[src/rtl/jtag_ir_dr_ctrl.sv]
// jtag_ir_dr_ctrl: the JTAG instruction register and the data registers that
// sit beside the TAP state controller. The block holds the IR and decodes the
// active instruction. It captures, shifts and updates the selected data
// register (BYPASS, IDCODE or USER) and drives TDO.
module jtag_ir_dr_ctrl #(
  parameter int                 IR_W       = 4,
  parameter logic [31:0]        IDCODE_VAL = 32'h1A2B_3C4D,
  parameter int                 USER_W     = 8,
  parameter logic [IR_W-1:0]    OP_IDCODE  = 4'b0001,
  parameter logic [IR_W-1:0]    OP_USER    = 4'b0010,
  parameter logic [IR_W-1:0]    OP_BYPASS  = '1
) (
  input  logic              TCK,
  input  logic              TRST,
  input  logic              TAP_RST,
  input  logic              ENABLE,
  input  logic              CAPTUREIR,
  input  logic              SHIFTIR,
  input  logic              UPDATEIR,
  input  logic              CAPTUREDR,
  input  logic              SHIFTDR,
  input  logic              UPDATEDR,
  input  logic              TDI,
  output logic              TDO,
  input  logic [USER_W-1:0] USER_D,
  output logic [USER_W-1:0] USER_Q,
  output logic              USER_UPD,
  output logic [IR_W-1:0]   IR_Q
);

  // Data register currently routed between TDI and TDO.
  typedef enum logic [1:0] {
    SEL_BYPASS = 2'd0,
    SEL_IDCODE = 2'd1,
    SEL_USER   = 2'd2
  } dr_sel_e;

  // The value loaded by Capture-IR has '01' in its two LSBs, as 1149.1 requires.
  localparam logic [IR_W-1:0] IR_CAPTURE_VAL = {{(IR_W-2){1'b0}}, 2'b01};

  logic [IR_W-1:0]   ir_sr_q,     ir_sr_d;
  logic [IR_W-1:0]   ir_q,        ir_d;
  logic              bypass_q,    bypass_d;
  logic [31:0]       id_sr_q,     id_sr_d;
  logic [USER_W-1:0] user_sr_q,   user_sr_d;
  logic [USER_W-1:0] user_q_q,    user_q_d;
  logic              user_upd_q,  user_upd_d;
  dr_sel_e           sel;

  // Decode the active instruction. Selection follows ir_q only. A new opcode
  // that is still in ir_sr therefore cannot redirect a DR scan in progress.
  always_comb begin
    sel = SEL_BYPASS;
    if (ir_q == OP_IDCODE)      sel = SEL_IDCODE;
    else if (ir_q == OP_USER)   sel = SEL_USER;
    else if (ir_q == OP_BYPASS) sel = SEL_BYPASS;
  end

  // Next-state logic. Only one strobe is active at a time, and the if-chain
  // order sets the priority: TAP_RST, then update, then capture, then shift.
  always_comb begin
    // NOTE: every variable this block writes gets a hold value first, so no
    // branch can leave one unassigned and infer a latch.
    ir_sr_d    = ir_sr_q;
    ir_d       = ir_q;
    bypass_d   = bypass_q;
    id_sr_d    = id_sr_q;
    user_sr_d  = user_sr_q;
    user_q_d   = user_q_q;
    user_upd_d = 1'b0;

    if (TAP_RST) begin
      ir_sr_d   = '0;
      ir_d      = OP_IDCODE;
      bypass_d  = 1'b0;
      id_sr_d   = '0;
      user_sr_d = '0;
      user_q_d  = '0;
    end else if (UPDATEIR) begin
      ir_d = ir_sr_q;
    end else if (UPDATEDR) begin
      if (sel == SEL_USER) begin
        user_q_d   = user_sr_q;
        user_upd_d = 1'b1;
      end
    end else if (CAPTUREIR) begin
      ir_sr_d = IR_CAPTURE_VAL;
    end else if (CAPTUREDR) begin
      case (sel)
        SEL_IDCODE: id_sr_d   = IDCODE_VAL;
        SEL_USER:   user_sr_d = USER_D;
        default:    bypass_d  = 1'b0;
      endcase
    end else if (SHIFTIR) begin
      ir_sr_d = {TDI, ir_sr_q[IR_W-1:1]};
    end else if (SHIFTDR) begin
      case (sel)
        SEL_IDCODE: id_sr_d   = {TDI, id_sr_q[31:1]};
        SEL_USER:   user_sr_d = {TDI, user_sr_q[USER_W-1:1]};
        default:    bypass_d  = TDI;
      endcase
    end
  end

  // State registers. TRST resets them asynchronously and aborts any scan.
  always_ff @(posedge TCK or posedge TRST) begin
    if (TRST) begin
      ir_sr_q    <= '0;
      ir_q       <= OP_IDCODE;
      bypass_q   <= 1'b0;
      id_sr_q    <= '0;
      user_sr_q  <= '0;
      user_q_q   <= '0;
      user_upd_q <= 1'b0;
    end else begin
      // NOTE: non-blocking assignments make every register sample the
      // pre-edge values, whatever order the statements are written in.
      ir_sr_q    <= ir_sr_d;
      ir_q       <= ir_d;
      bypass_q   <= bypass_d;
      id_sr_q    <= id_sr_d;
      user_sr_q  <= user_sr_d;
      user_q_q   <= user_q_d;
      user_upd_q <= user_upd_d;
    end
  end

  // TDO mux. It is driven only during an enabled shift, and is 0 otherwise.
  always_comb begin
    TDO = 1'b0;
    if (SHIFTIR && ENABLE) begin
      TDO = ir_sr_q[0];
    end else if (SHIFTDR && ENABLE) begin
      case (sel)
        SEL_IDCODE: TDO = id_sr_q[0];
        SEL_USER:   TDO = user_sr_q[0];
        default:    TDO = bypass_q;
      endcase
    end
  end

  assign IR_Q     = ir_q;
  assign USER_Q   = user_q_q;
  assign USER_UPD = user_upd_q;

endmodule

[config.mk]
export PLATFORM = sky130hd
export DESIGN_NAME = jtag_ir_dr_ctrl
export DESIGN_NICKNAME = d
export VERILOG_FILES = /design/src/rtl/jtag_ir_dr_ctrl.sv
export SDC_FILE = /design/constraint.sdc
export NUM_CORES = 1
export LEC_CHECK = 0
export CAP_MARGIN = 40
export CORE_AREA = 2 2 86 88
export CTS_BUF_LIST = sky130_fd_sc_hd__clkbuf_16
export CTS_CLUSTER_DIAMETER = 30
export DETAILED_ROUTE_END_ITERATION = 10
export DIE_AREA = 0 0 88 90
export GPL_ROUTABILITY_DRIVEN = 0
export PLACE_DENSITY = 0.68
export SLEW_MARGIN = 40
export SYNTH_ARGS = -nofsm -noshare
export SYNTH_HDL_FRONTEND = slang
export SYNTH_SLANG_ARGS = --single-unit
[constraint.sdc]
create_clock -name TCK -period 3.69 [get_ports TCK]
set_clock_uncertainty 0.2 [all_clocks]
set_input_delay 0.738 -clock TCK [delete_from_list [all_inputs] [get_ports TCK]]
set_output_delay 0.738 -clock TCK [all_outputs]
set_load 0.02 [all_outputs]
==> impl_metrics.prom <==
# TYPE chip_impl_metric gauge
chip_impl_info{name="status",value="complete, no violations"} 1
chip_impl_metric{name="synth_compound_area_share",unit="%"} 20.6
chip_impl_info{name="global_route.peak_usage_layer",value="met2"} 1
chip_impl_metric{name="gr-usage-met1",unit="%"} 19.5
chip_impl_metric{name="chipHeight",unit="um"} 90
chip_impl_metric{name="post-place-cells",unit=""} 359
chip_impl_metric{name="use_met3",unit="%"} 3.31
chip_impl_info{name="largest_family_of_logic_cells_by_synthesized_area",value="compound AO/OA/AOI/OAI gates"} 1
chip_impl_metric{name="part_of_the_yosys_area_used_for_sequential_elements",unit="%"} 55.0
chip_impl_metric{name="synth-warning-count",unit=""} 0
chip_impl_metric{name="share_of_the_synthesized_area_in_the_top_cell_type",unit="%"} 54.0
chip_impl_metric{name="muxShareOfSynthArea",unit="%"} 9.56
chip_impl_metric{name="final_net_count",unit=""} 290
chip_impl_metric{name="final-instance-count-excl-fill",unit=""} 375
chip_impl_metric{name="diodes",unit=""} 0
chip_impl_metric{name="overflow",unit=""} 0
chip_impl_metric{name="grt_first_pass_wirelength",unit="mm"} 9.18
chip_impl_metric{name="global_route_track_usage_on_met2",unit="%"} 22.9
chip_impl_metric{name="route.detailed.drc",unit=""} 0
chip_impl_metric{name="setup_total_negative_slack",unit="ps"} 0
chip_impl_metric{name="die-area",unit="um^2"} 7920
chip_impl_metric{name="core-area",unit="um^2"} 7020
chip_impl_metric{name="average_routed_wire_per_standard_cell",unit="um"} 14.5
chip_impl_metric{name="required",unit="ps"} 2750
chip_impl_metric{name="report.final.hold_viol_count",unit=""} 0
chip_impl_metric{name="worst-endpoint-arrival",unit="ps"} 2290
chip_impl_metric{name="final_layout_size_suffix_gt1_share",unit="%"} 11.6
chip_impl_metric{name="placementRows",unit=""} 31
chip_impl_metric{name="worst_setup_hold_path_clk_slew",unit="ps"} 50
chip_impl_metric{name="netlist_instances",unit=""} 239
chip_impl_info{name="cp-start-kind",value="flop"} 1
chip_impl_metric{name="post-dp-hpwl",unit="mm"} 3.64
chip_impl_metric{name="cts_h_tree_depth",unit=""} 3
chip_impl_metric{name="relSlewSlack",unit="%"} 47.6
chip_impl_info{name="setup_repair_after_global_routing_missed_its_margin",value="no"} 1
chip_impl_metric{name="synthSimpleGateAreaFrac",unit="%"} 10.9
chip_impl_metric{name="syn-num-nets",unit=""} 258
chip_impl_metric{name="start_util",unit="%"} 37.6
chip_impl_info{name="cts_root_buf",value="clkbuf_16"} 1
chip_impl_metric{name="cts.hold.buffers_added",unit=""} 0
chip_impl_metric{name="port_buffers",unit=""} 32
chip_impl_metric{name="largest_net_degree_at_the_start_of_global_routing",unit=""} 40
chip_impl_metric{name="cts.sink_count",unit=""} 58
chip_impl_metric{name="synth_edf_count",unit=""} 0
chip_impl_metric{name="synth_seq_cells",unit=""} 58
chip_impl_info{name="tritoncts_clock_tree",value="yes"} 1
chip_impl_metric{name="post_synth_xor_area_fraction",unit="%"} 0
chip_impl_metric{name="worstMarginPinSlew",unit="ps"} 780
chip_impl_metric{name="viasPerCell",unit=""} 5.11
chip_impl_metric{name="number_of_buffers_added_for_setup_after_cts",unit=""} 0
chip_impl_info{name="path_class",value="reg2out"} 1
chip_impl_metric{name="io-pin-count",unit=""} 33
chip_impl_metric{name="fmax",unit="MHz"} 310
chip_impl_metric{name="synth_adder_area_share",unit="%"} 0
chip_impl_metric{name="async_reset_ff_share",unit="%"} 100
chip_impl_metric{name="final_max_slew_viol_count",unit=""} 0
chip_impl_metric{name="routed-via-count",unit=""} 1915
chip_impl_metric{name="power.density",unit="nW/um^2"} 471
chip_impl_info{name="nature_of_the_critical_path_endpoint",value="output pin"} 1
chip_impl_metric{name="cellLeakagePower",unit="nW"} 1.50
chip_impl_metric{name="fin_crit",unit="ps"} 3230
chip_impl_metric{name="clock_latency_of_the_later_clocked_register_in_the_worst_skew_pair",unit="ps"} 320
chip_impl_metric{name="grt_antenna_before_repair",unit=""} 0
chip_impl_metric{name="postRouteAntennaNets",unit=""} 0
chip_impl_metric{name="synthesis.area",unit="um^2"} 2640
chip_impl_metric{name="layout-area-overhead-vs-synth",unit="%"} 27.0
chip_impl_metric{name="irDropWorstVdd",unit="mV"} 0.313
chip_impl_metric{name="drt_pre_antenna_iters",unit=""} 4
chip_impl_info{name="biggest_area_contributors_in_the_synthesized_netlist",value="dfrtp_1, mux2i_1, nor2_1"} 1
chip_impl_metric{name="cts-root-to-sink-buffers",unit=""} 2
chip_impl_info{name="ys_dominant_reg_cell",value="dfrtp_1"} 1
chip_impl_metric{name="first_global_vias",unit=""} 1913
chip_impl_metric{name="fin_worst_hold_slack",unit="ps"} 291
chip_impl_metric{name="layout_worst_path_cycle_share",unit="%"} 87.5
chip_impl_metric{name="syn_avg_cell_area",unit="um^2"} 11.1
chip_impl_metric{name="initialDrtViolationCount",unit=""} 107
chip_impl_metric{name="timing.max_cap.violations",unit=""} 0
chip_impl_metric{name="globalRouteTotalUtil",unit="%"} 14.8
chip_impl_metric{name="routed_wl",unit="mm"} 5.42
chip_impl_metric{name="netlist-cell-type-count",unit=""} 35
chip_impl_metric{name="cts_made_buffers",unit=""} 9
chip_impl_metric{name="report.final.setup_viol",unit=""} 0
chip_impl_info{name="most_area_hungry_cell_type_in_the_yosys_netlist",value="dfrtp_1"} 1
chip_impl_info{name="worst_hold_path_type",value="reg2reg"} 1
chip_impl_metric{name="critPathMaxFanout",unit=""} 5
chip_impl_metric{name="floorplan.die.width",unit="um"} 88
chip_impl_metric{name="cts_repair_resize_count",unit=""} 0
[registers in the layout, indices dropped and copies added, names as in the netlist]
register / count
id_sr_q: 32
USER_Q: 8
user_sr_q: 8
IR_Q: 4
ir_sr_q: 4
USER_UPD: 1
bypass_q: 1
[critical path, stage by stage, from the launching register on]
cell and delay (ps):
dfstp_2 550, nor2b_1 250, a22o_1 180, a22oi_1 70, o31ai_1 260, clkdlybuf4s50_1 660
[final timing paths]
path | startpoint | endpoint | slack [ps] | cells after the start
max in group asynchronous | TRST | IR_Q[0]$_DFFE_PP1P_ | 2080 | 3
max reg2reg | IR_Q[0]$_DFFE_PP1P_ | id_sr_q[5]$_DFFE_PP0P_ | 1400 | 4
min | id_sr_q[12]$_DFFE_PP0P_ | id_sr_q[12]$_DFFE_PP0P_ | 290 | 1
max | IR_Q[0]$_DFFE_PP1P_ | TDO | 460 | 5
min reg2reg | id_sr_q[12]$_DFFE_PP0P_ | id_sr_q[12]$_DFFE_PP0P_ | 290 | 1
min in group asynchronous | TRST | USER_UPD$_DFF_PP0_ | 600 | 2
[cell type report]
cell class	instances	area (um^2)
clock buffers	9	225
clock inverters	7	70.1
fillers	666	3660
inverters	6	23.8
multi-input cells	159	1090
flip-flops and latches	58	1450
well taps	99	124
repair buffers	37	370
[through the flow]
step	cell area, um^2	power [W]	utilization (%)	worst slack [ps]
detailed placement	3060	0.000783	43.6	582
finish	3360	0.00158	47.8	463
floorplan	2640	0.000738	-	1160
global placement	3060	0.000781	43.5	652
global route	3360	0.00163	47.8	356
CTS	3350	0.00160	47.8	432
[where the power goes]
group	leakage, nW	internal, W	switching (W)	total, W
logic	0.564	0.0000470	0.0000707	0.000118
clock network	0.133	0.000519	0.000291	0.000810
registers	0.803	0.000647	0.00000663	0.000653
total	1.50	0.00121	0.000368	0.00158
[per-layer routing]
metal / wire, um / vias to the layer above
met5: 0 / -
met4: 119 / 0
met3: 162 / 12
met2: 2580 / 30
met1: 2560 / 942
li1: - / 931
[Yosys cell counts (2+ instances only)]
cell,instances
mux2i_1,23
a21oi_1,2
o31ai_1,2
dfrtp_1,57
a22oi_1,11
o211ai_1,5
or2_2,2
buf_2,5
a22o_1,10
nand2_1,15
clkbuf_1,8
inv_2,2
nor2_1,33
buf_6,2
o21ai_1,20
o2bb2ai_1,9
nor2b_1,4
a211oi_1,8
mux2_1,2
inv_1,4
[kinds of logic after synthesis]
family                 count (synthesis)
and+or+nand+nor                       62
AOI/OAI and AO/OA                     72
buffers and inverters                 22
muxes                                 25
DFF                                   58
[placed cells by master (no fill, tap or decap)]
| master | instances |
|---|---|
| dfstp_2 | 1 |
| a22oi_1 | 11 |
| inv_1 | 3 |
| nand4b_1 | 1 |
| o2bb2ai_1 | 9 |
| o211ai_1 | 5 |
| o2111a_1 | 1 |
| a21o_1 | 1 |
| nor2_8 | 1 |
| a21oi_1 | 1 |
| clkinv_2 | 3 |
| mux2_1 | 2 |
| dfrtp_1 | 57 |
| nand2b_1 | 1 |
| clkbuf_16 | 9 |
| a221oi_2 | 1 |
| buf_12 | 1 |
| a211oi_1 | 8 |
| nor2_1 | 33 |
| o21ai_1 | 20 |
| or2_2 | 2 |
| a2111o_1 | 1 |
| clkinvlp_4 | 4 |
| a22o_1 | 10 |
| bufinv_16 | 1 |
| nor2b_1 | 4 |
| a2111oi_4 | 1 |
| a21oi_2 | 1 |
| clkdlybuf4s50_1 | 32 |
| or4b_4 | 1 |
| nor3_1 | 1 |
| o31ai_1 | 2 |
| buf_4 | 4 |
| nand2_1 | 15 |
| or3_1 | 1 |
| nand3_1 | 1 |
| inv_2 | 2 |
| mux2i_1 | 23 |
| and3_1 | 1 |
Power figures use the tool's default switching activity.
